==> src/rtl/yasac_uart_pkg.sv <==
// rtl/yasac_uart_pkg.sv - shared types and bit indices for the YASAC port UART transmitter
// Contents: FSM state enum, STATUS bit positions, TX_CTRL bit positions.
// Optional macro UART_PARITY_EN adds the PARITY state to the enum.
package yasac_uart_pkg;

    typedef enum logic [2:0] {
        S_IDLE,
        S_START,
        S_DATA,
`ifdef UART_PARITY_EN
        S_PARITY,
`endif
        S_STOP
    } tx_state_e;

    // STATUS byte layout
    localparam int ST_BUSY      = 0;
    localparam int ST_FULL      = 1;
    localparam int ST_EMPTY     = 2;
    localparam int ST_ACK       = 3;
    localparam int ST_LEVEL_LSB = 4;
    localparam int ST_OVF       = 7;

    // TX_CTRL byte layout
    localparam int CTRL_SEND    = 0;
    localparam int CTRL_CLR_OVF = 1;

endpackage

==> src/rtl/uart_tx_fifo.sv <==
// rtl/uart_tx_fifo.sv - byte FIFO feeding the UART transmit state machine
// Ports: clk, resetn (sync, active low), push/wr_data, pop/rd_data (head, valid when !empty),
//        level (0..DEPTH), full, empty. Caller never pops when empty or pushes when full
//        without a same-cycle pop.
module uart_tx_fifo #(
    parameter int DEPTH = 4
) (
    input  logic       clk,
    input  logic       resetn,
    input  logic       push,
    input  logic [7:0] wr_data,
    input  logic       pop,
    output logic [7:0] rd_data,
    output logic [3:0] level,
    output logic       full,
    output logic       empty
);

    localparam int AW = $clog2(DEPTH);

    logic [7:0]    mem [DEPTH];
    logic [AW-1:0] wr_ptr;
    logic [AW-1:0] rd_ptr;

    always_ff @(posedge clk) begin
        if (push) begin
            mem[wr_ptr] <= wr_data;
        end
    end

    // Pointers are exactly log2(DEPTH) wide, so they wrap modulo DEPTH on their own.
    always_ff @(posedge clk) begin
        if (!resetn) begin
            wr_ptr <= '0;
            rd_ptr <= '0;
            level  <= '0;
        end else begin
            if (push) begin
                wr_ptr <= wr_ptr + 1'b1;
            end
            if (pop) begin
                rd_ptr <= rd_ptr + 1'b1;
            end
            if (push && !pop) begin
                level <= level + 4'd1;
            end else if (pop && !push) begin
                level <= level - 4'd1;
            end
        end
    end

    assign rd_data = mem[rd_ptr];
    assign full    = (level == 4'(DEPTH));
    assign empty   = (level == 4'd0);

endmodule

==> src/rtl/port_uart_tx.sv <==
// rtl/port_uart_tx.sv - port-mapped UART transmitter (FIFO + 8N1 serialiser) for YASAC
// Ports: CLK, RESET_N (sync, active low), TX_DATA (byte from PORT00),
//        TX_CTRL (bit0 send toggle, bit1 clear overflow, from PORT01),
//        TXD (serial out, idle high), STATUS (busy/full/empty/ack/level/overflow, to PORT08).
// Optional macro UART_PARITY_EN inserts an even-parity bit between data and stop.
module port_uart_tx
    import yasac_uart_pkg::*;
#(
    parameter int CLK_DIV    = 16,
    parameter int FIFO_DEPTH = 4
) (
    input  logic       CLK,
    input  logic       RESET_N,
    input  logic [7:0] TX_DATA,
    input  logic [7:0] TX_CTRL,
    output logic       TXD,
    output logic [7:0] STATUS
);

    tx_state_e   state;
    logic        ctrl_q;
    logic        ack_q;
    logic        ovf_q;
    logic        txd_q;
    logic [15:0] div_cnt;
    logic [2:0]  bit_cnt;
    logic [7:0]  shift_q;
`ifdef UART_PARITY_EN
    logic        parity_q;
`endif

    logic        send_req;
    logic        bit_end;
    logic        push;
    logic        pop;
    logic        drop;
    logic [7:0]  fifo_dout;
    logic [3:0]  fifo_level;
    logic        fifo_full;
    logic        fifo_empty;

    assign send_req = (TX_CTRL[CTRL_SEND] != ctrl_q);
    assign bit_end  = (div_cnt == 16'(CLK_DIV - 1));

    // Pop from IDLE, or at the end of STOP so the next frame starts with no idle gap.
    assign pop  = !fifo_empty && ((state == S_IDLE) || ((state == S_STOP) && bit_end));
    // Fullness is judged after a same-cycle pop.
    assign push = send_req && (!fifo_full || pop);
    assign drop = send_req && fifo_full && !pop;

    uart_tx_fifo #(
        .DEPTH (FIFO_DEPTH)
    ) u_fifo (
        .clk     (CLK),
        .resetn  (RESET_N),
        .push    (push),
        .wr_data (TX_DATA),
        .pop     (pop),
        .rd_data (fifo_dout),
        .level   (fifo_level),
        .full    (fifo_full),
        .empty   (fifo_empty)
    );

    always_ff @(posedge CLK) begin
        if (!RESET_N) begin
            // Both track the live toggle level so releasing reset never looks like a send.
            ctrl_q  <= TX_CTRL[CTRL_SEND];
            ack_q   <= TX_CTRL[CTRL_SEND];
            ovf_q   <= 1'b0;
            state   <= S_IDLE;
            txd_q   <= 1'b1;
            div_cnt <= '0;
            bit_cnt <= '0;
            shift_q <= '0;
`ifdef UART_PARITY_EN
            parity_q <= 1'b0;
`endif
        end else begin
            ctrl_q <= TX_CTRL[CTRL_SEND];
            if (send_req) begin
                ack_q <= TX_CTRL[CTRL_SEND];
            end
            // A drop on the same edge as a clear leaves the flag set.
            if (drop) begin
                ovf_q <= 1'b1;
            end else if (TX_CTRL[CTRL_CLR_OVF]) begin
                ovf_q <= 1'b0;
            end

            if (pop) begin
                shift_q <= fifo_dout;
`ifdef UART_PARITY_EN
                parity_q <= ^fifo_dout;
`endif
            end

            if (state == S_IDLE) begin
                div_cnt <= '0;
                if (pop) begin
                    state <= S_START;
                    txd_q <= 1'b0;
                end
            end else if (!bit_end) begin
                div_cnt <= div_cnt + 16'd1;
            end else begin
                div_cnt <= '0;
                case (state)
                    S_START: begin
                        state   <= S_DATA;
                        bit_cnt <= '0;
                        txd_q   <= shift_q[0];
                    end
                    S_DATA: begin
                        if (bit_cnt == 3'd7) begin
`ifdef UART_PARITY_EN
                            state <= S_PARITY;
                            txd_q <= parity_q;
`else
                            state <= S_STOP;
                            txd_q <= 1'b1;
`endif
                        end else begin
                            bit_cnt <= bit_cnt + 3'd1;
                            shift_q <= shift_q >> 1;
                            txd_q   <= shift_q[1];
                        end
                    end
`ifdef UART_PARITY_EN
                    S_PARITY: begin
                        state <= S_STOP;
                        txd_q <= 1'b1;
                    end
`endif
                    S_STOP: begin
                        if (pop) begin
                            state <= S_START;
                            txd_q <= 1'b0;
                        end else begin
                            state <= S_IDLE;
                            txd_q <= 1'b1;
                        end
                    end
                    default: begin
                        state <= S_IDLE;
                        txd_q <= 1'b1;
                    end
                endcase
            end
        end
    end

    assign TXD = txd_q;

    always_comb begin
        STATUS                       = '0;
        STATUS[ST_BUSY]              = (state != S_IDLE);
        STATUS[ST_FULL]              = fifo_full;
        STATUS[ST_EMPTY]             = fifo_empty;
        STATUS[ST_ACK]               = ack_q;
        // Three-bit field; level==8 (DEPTH 8, full) reads as 0 with full set.
        STATUS[ST_LEVEL_LSB +: 3]    = fifo_level[2:0];
        STATUS[ST_OVF]               = ovf_q;
    end

    logic unused_bits;
    assign unused_bits = ^{TX_CTRL[7:2], fifo_level[3]};

endmodule
==> config.mk <==
export PLATFORM = sky130hd
export DESIGN_NAME = port_uart_tx
export DESIGN_NICKNAME = d
export VERILOG_FILES = /design/src/rtl/yasac_uart_pkg.sv /design/src/rtl/uart_tx_fifo.sv /design/src/rtl/port_uart_tx.sv
export SDC_FILE = /design/constraint.sdc
export NUM_CORES = 1
export LEC_CHECK = 0
export CORE_MARGIN = 1.5
export CORE_UTILIZATION = 57
export DETAILED_ROUTE_END_ITERATION = 6
export HOLD_SLACK_MARGIN = 0.15
export PLACE_DENSITY = 0.82
export SYNTH_ARGS = -nofsm -noshare
export SYNTH_HDL_FRONTEND = slang
export SYNTH_SLANG_ARGS = --single-unit
==> constraint.sdc <==
create_clock -name CLK -period 4.15 [get_ports CLK]
set_input_delay 0.415 -clock CLK [delete_from_list [all_inputs] [get_ports CLK]]
set_output_delay 0.415 -clock CLK [all_outputs]
set_load 0.03 [all_outputs]
==> impl_metrics.csv <==
group,metric,value,unit
synth,ys.flop_type,"dfxtp_1",
worst_setup_path,critPathMaxFanout,7,
sta,fin_crit_sh,0.760,
power_and_ir_drop,power,2.29,mW
power_and_ir_drop,p_sw,0.803,mW
synth,synth_fa_ha_area_frac,0.0620,
layout,drive_above_1_share,0.114,
sta,rsz0062_at_grt,"false",
synth,syn_inst,285,
cts,hold_buffers,0,
synth,synth-simple-area-share,0.169,
worst_setup_path,worstReg2RegStart,"div_cnt[6]$_SDFF_PP0_",
worst_hold_path,hold_class,"register to register",
cts,cts_root_buffer,"clkbuf_8",
route,drt_wl_total,5670,um
route,antenna_left,0,
grt,antenna_found_initial,0,
sta,fin_crit,3.15,ns
power_and_ir_drop,powerDensity,612,mW/mm2
power_and_ir_drop,combPwrFrac,0.335,
cts,ctsResizeCount,0,
route,firstDrtPassIters,4,
sta,setup_viol,0,
floorplanning,io_pins,27,
power_and_ir_drop,clockPowerShare,0.229,
layout,n_antenna_cell,0,
grt,track_usage,0.198,
synth,async_reset_ff_frac,0,
grt,grt_pass1_vias,1950,
synth,syn_area,0.00335,mm2
floorplanning,core-area,0.00557,mm2
synth,synth-compound-area-share,0.0631,
synth,synthDistinctLibCells,47,
placed_design,place_congestion,0.834,
worst_setup_path,start_kind,"register",
worst_setup_path,endpoint_kind,"register",
power_and_ir_drop,p_int,1.48,mW
synth,avgSynthCellArea,11.8,um2
run,drv_cap,0,
synth,yosys.area_share.xor_xnor,0.0523,
sta,final.setup.tns,0,ns
route,wl_per_cell,15.0,um
power_and_ir_drop,irDropWorstVdd,337,uV
cts,clock_sinks,75,
route,first_iter_violations,130,
grt,grt_max_degree,29,
sta,hold_viol,0,
floorplanning,fp.dieW,79.7,um
layout,fillers,416,
synth,yosys_warnings,0,
synth,synth_top_family_by_area,"simple AND/OR/NAND/NOR gates",
synth,synthMuxAreaShare,0.0657,
worst_setup_path,r2r_end,"u_fifo.level[3]$_SDFFE_PN0P_",
worst_setup_path,r2r_cells,11,
route,vias_per_cell,5.54,
worst_hold_path,hold_start,"div_cnt[0]$_SDFF_PP0_",
grt,grt_first_pass_wirelength,9400,um
synth,synth-seq-cells,75,
power_and_ir_drop,seqPwrFrac,0.436,
floorplanning,initial_utilization,0.601,
layout,area_growth,11.5,%
worst_setup_path,r2r_slack,1.0,ns
power_and_ir_drop,p_leak,1.32,nW
cts,cts_max_level,3,
synth,synth_edf_count,33,
route,route.detailed.drc,0,
worst_setup_path,setup.worst_path.class,"register to register",
floorplanning,fp.dieH,79.7,um
sta,drv_slew,0,
synth,synth_fp_nets,319,
floorplanning,rows,27,
sta,max_freq,0.317,GHz
cts,path_clk_slew,0.09,ns
placed_design,dpl.hpwl,3860,um
grt,grt_overflow,0,
cts,clk_latency,0.35,ns
worst_hold_path,hold_depth,1,
outcome,status,"complete, no violations",
route,vias,2095,
floorplanning,die-area,0.00635,mm2
synth,ys_seq_area_frac,0.546,
cts,cts_tree,"built",
cts,postCtsSetupBuffers,0,
sta,skew,0.0119,ns
layout,num-nets-final,335,
power_and_ir_drop,power_switching_share,0.351,
worst_setup_path,required,4.42,ns
sta,max-slew-margin-rel,0.582,
worst_setup_path,arrival,3.43,ns
placed_design,port_buffers,20,
cts,cts_buffer_depth,2,
sta,worst_slew_pin_slew,0.619,ns
worst_hold_path,min_to,"div_cnt[0]$_SDFF_PP0_",
cts,numCtsBuffers,9,
[worst max-delay path by stage]
stage,startpoint,to,slack (ns),cells past startpoint
CTS,div_cnt[6]$_SDFF_PP0_,u_fifo.level[3]$_SDFFE_PN0P_,1.02,11
global route,div_cnt[4]$_SDFF_PP0_,u_fifo.level[3]$_SDFFE_PN0P_,0.80,11
floorplan,div_cnt[7]$_SDFF_PP0_,u_fifo.level[3]$_SDFFE_PN0P_,1.15,13
detailed placement,div_cnt[6]$_SDFF_PP0_,u_fifo.level[3]$_SDFFE_PN0P_,1.05,11
finish,div_cnt[6]$_SDFF_PP0_,u_fifo.level[3]$_SDFFE_PN0P_,1.0,11
global placement,div_cnt[6]$_SDFF_PP0_,u_fifo.level[3]$_SDFFE_PN0P_,1.13,11
[synth_stat cells (3+ instances only)]
cell type   n  area (um2)
inv_1      10        37.5
clkbuf_1    4        15.0
a21boi_0    4        30.0
nand3_1     8        40.0
dfxtp_1    42         841
o21ai_0    12        60.1
nor2b_1     4        25.0
ha_1       15         188
nand4_1     3        18.8
buf_4       7        52.6
xor2_1     10        87.6
edfxtp_1   33         991
and2_1      9        56.3
xnor2_1    10        87.6
nand2b_1    7        43.8
mux2i_1     4        40.0
nand2_1    28         105
buf_2       3        15.0
a31oi_1     8        50.1
nor2_1     20        75.1
and3_1      3        18.8
mux4_2      8         180
or4_4       3        33.8
[power by group through the flow]
stage / sequential [mW] / clock, mW / combinational (mW)
floorplan: 0.977 / 0 / 0.641
global placement: 1.01 / 0 / 0.748
detailed placement: 1.02 / 0 / 0.773
CTS: 1.00 / 0.530 / 0.776
global route: 1.02 / 0.564 / 0.850
finish: 0.997 / 0.523 / 0.767
[worst max-delay path, cell delays in order (launching register included)]
cell and delay, ns:
dfxtp_1 0.36, or4_4 0.57, nor4_4 0.35, o21ba_2 0.29
ha_1 0.22, inv_1 0.09, ha_1 0.28, a21o_1 0.18
a21oi_1 0.16, xnor2_1 0.09, or3_1 0.31, a21boi_0 0.17
[cell usage in the layout (no fill, tap or decap), types with 2 or more instances in the layout]
| cell type | netlist | routed |
|---|---|---|
| a21boi_0 | 4 | 4 |
| a21oi_1 | 2 | 2 |
| a31oi_1 | 8 | 8 |
| and2_1 | 9 | 9 |
| and3_1 | 3 | 3 |
| buf_4 | 7 | 2 |
| clkbuf_8 | 0 | 9 |
| clkdlybuf4s50_1 | 0 | 20 |
| clkinv_4 | 0 | 2 |
| clkinvlp_4 | 0 | 2 |
| dfxtp_1 | 42 | 42 |
| edfxtp_1 | 33 | 33 |
| ha_1 | 15 | 15 |
| inv_1 | 10 | 10 |
| inv_6 | 0 | 3 |
| mux2i_1 | 4 | 4 |
| mux4_2 | 8 | 8 |
| nand2_1 | 28 | 28 |
| nand2b_1 | 7 | 7 |
| nand3_1 | 8 | 8 |
| nand4_1 | 3 | 3 |
| nor2_1 | 20 | 20 |
| nor2b_1 | 4 | 4 |
| nor3_1 | 2 | 2 |
| o21a_1 | 2 | 2 |
| o21ai_0 | 12 | 12 |
| or2_2 | 2 | 2 |
| or3_1 | 2 | 2 |
| or4_4 | 3 | 3 |
| xnor2_1 | 10 | 10 |
| xor2_1 | 10 | 10 |
[kinds of logic after synthesis]
| family | count (synthesis) |
|---|---|
| buf+inv | 27 |
| mux | 12 |
| flops | 75 |
| fa+ha+maj | 16 |
| compound gates | 34 |
| simple gates | 101 |
| xor+xnor | 20 |
[area by class of cell]
type                       count  area, um2  area share
clock buffer                   9        124      0.0331
timing repair buffer          22        215      0.0576
inverter                      10       37.5      0.0100
sequential                    75       1830       0.490
clock inverter                 7       58.8      0.0157
multi-input combinational    183       1380       0.369
tap                           72       90.1      0.0241
[per-stage QoR]
stage	setup slack, ns	instance area (um2)	hold WS (ns)	cells	util
finish	0.998	3740	0.466	378	0.671
global route	0.799	3740	0.482	378	0.671
CTS	1.02	3740	0.469	378	0.671
detailed placement	1.05	3560	0.449	362	0.638
global placement	1.13	3560	0.442	362	0.638
floorplan	1.15	3350	0.426	285	-
[registers in the layout, indices dropped and copies added (netlist names), named ones only]
name           flops
state              2
ctrl_q             1
u_fifo.level       4
ovf_q              1
u_fifo.mem        32
ack_q              1
u_fifo.rd_ptr      2
shift_q            8
div_cnt           16
TXD                1
u_fifo.wr_ptr      2
bit_cnt            3
[metal layers]
layer / vias to the layer above / wire length (um) / track usage
li1: 1027 / - / -
met1: 1024 / 2680 / 0.271
met2: 37 / 2700 / 0.301
met3: 7 / 212 / 0.0526
met4: 0 / 78 / 0.0789
met5: - / 0 / 0
Note: power is estimated with default switching activity, not from simulation.
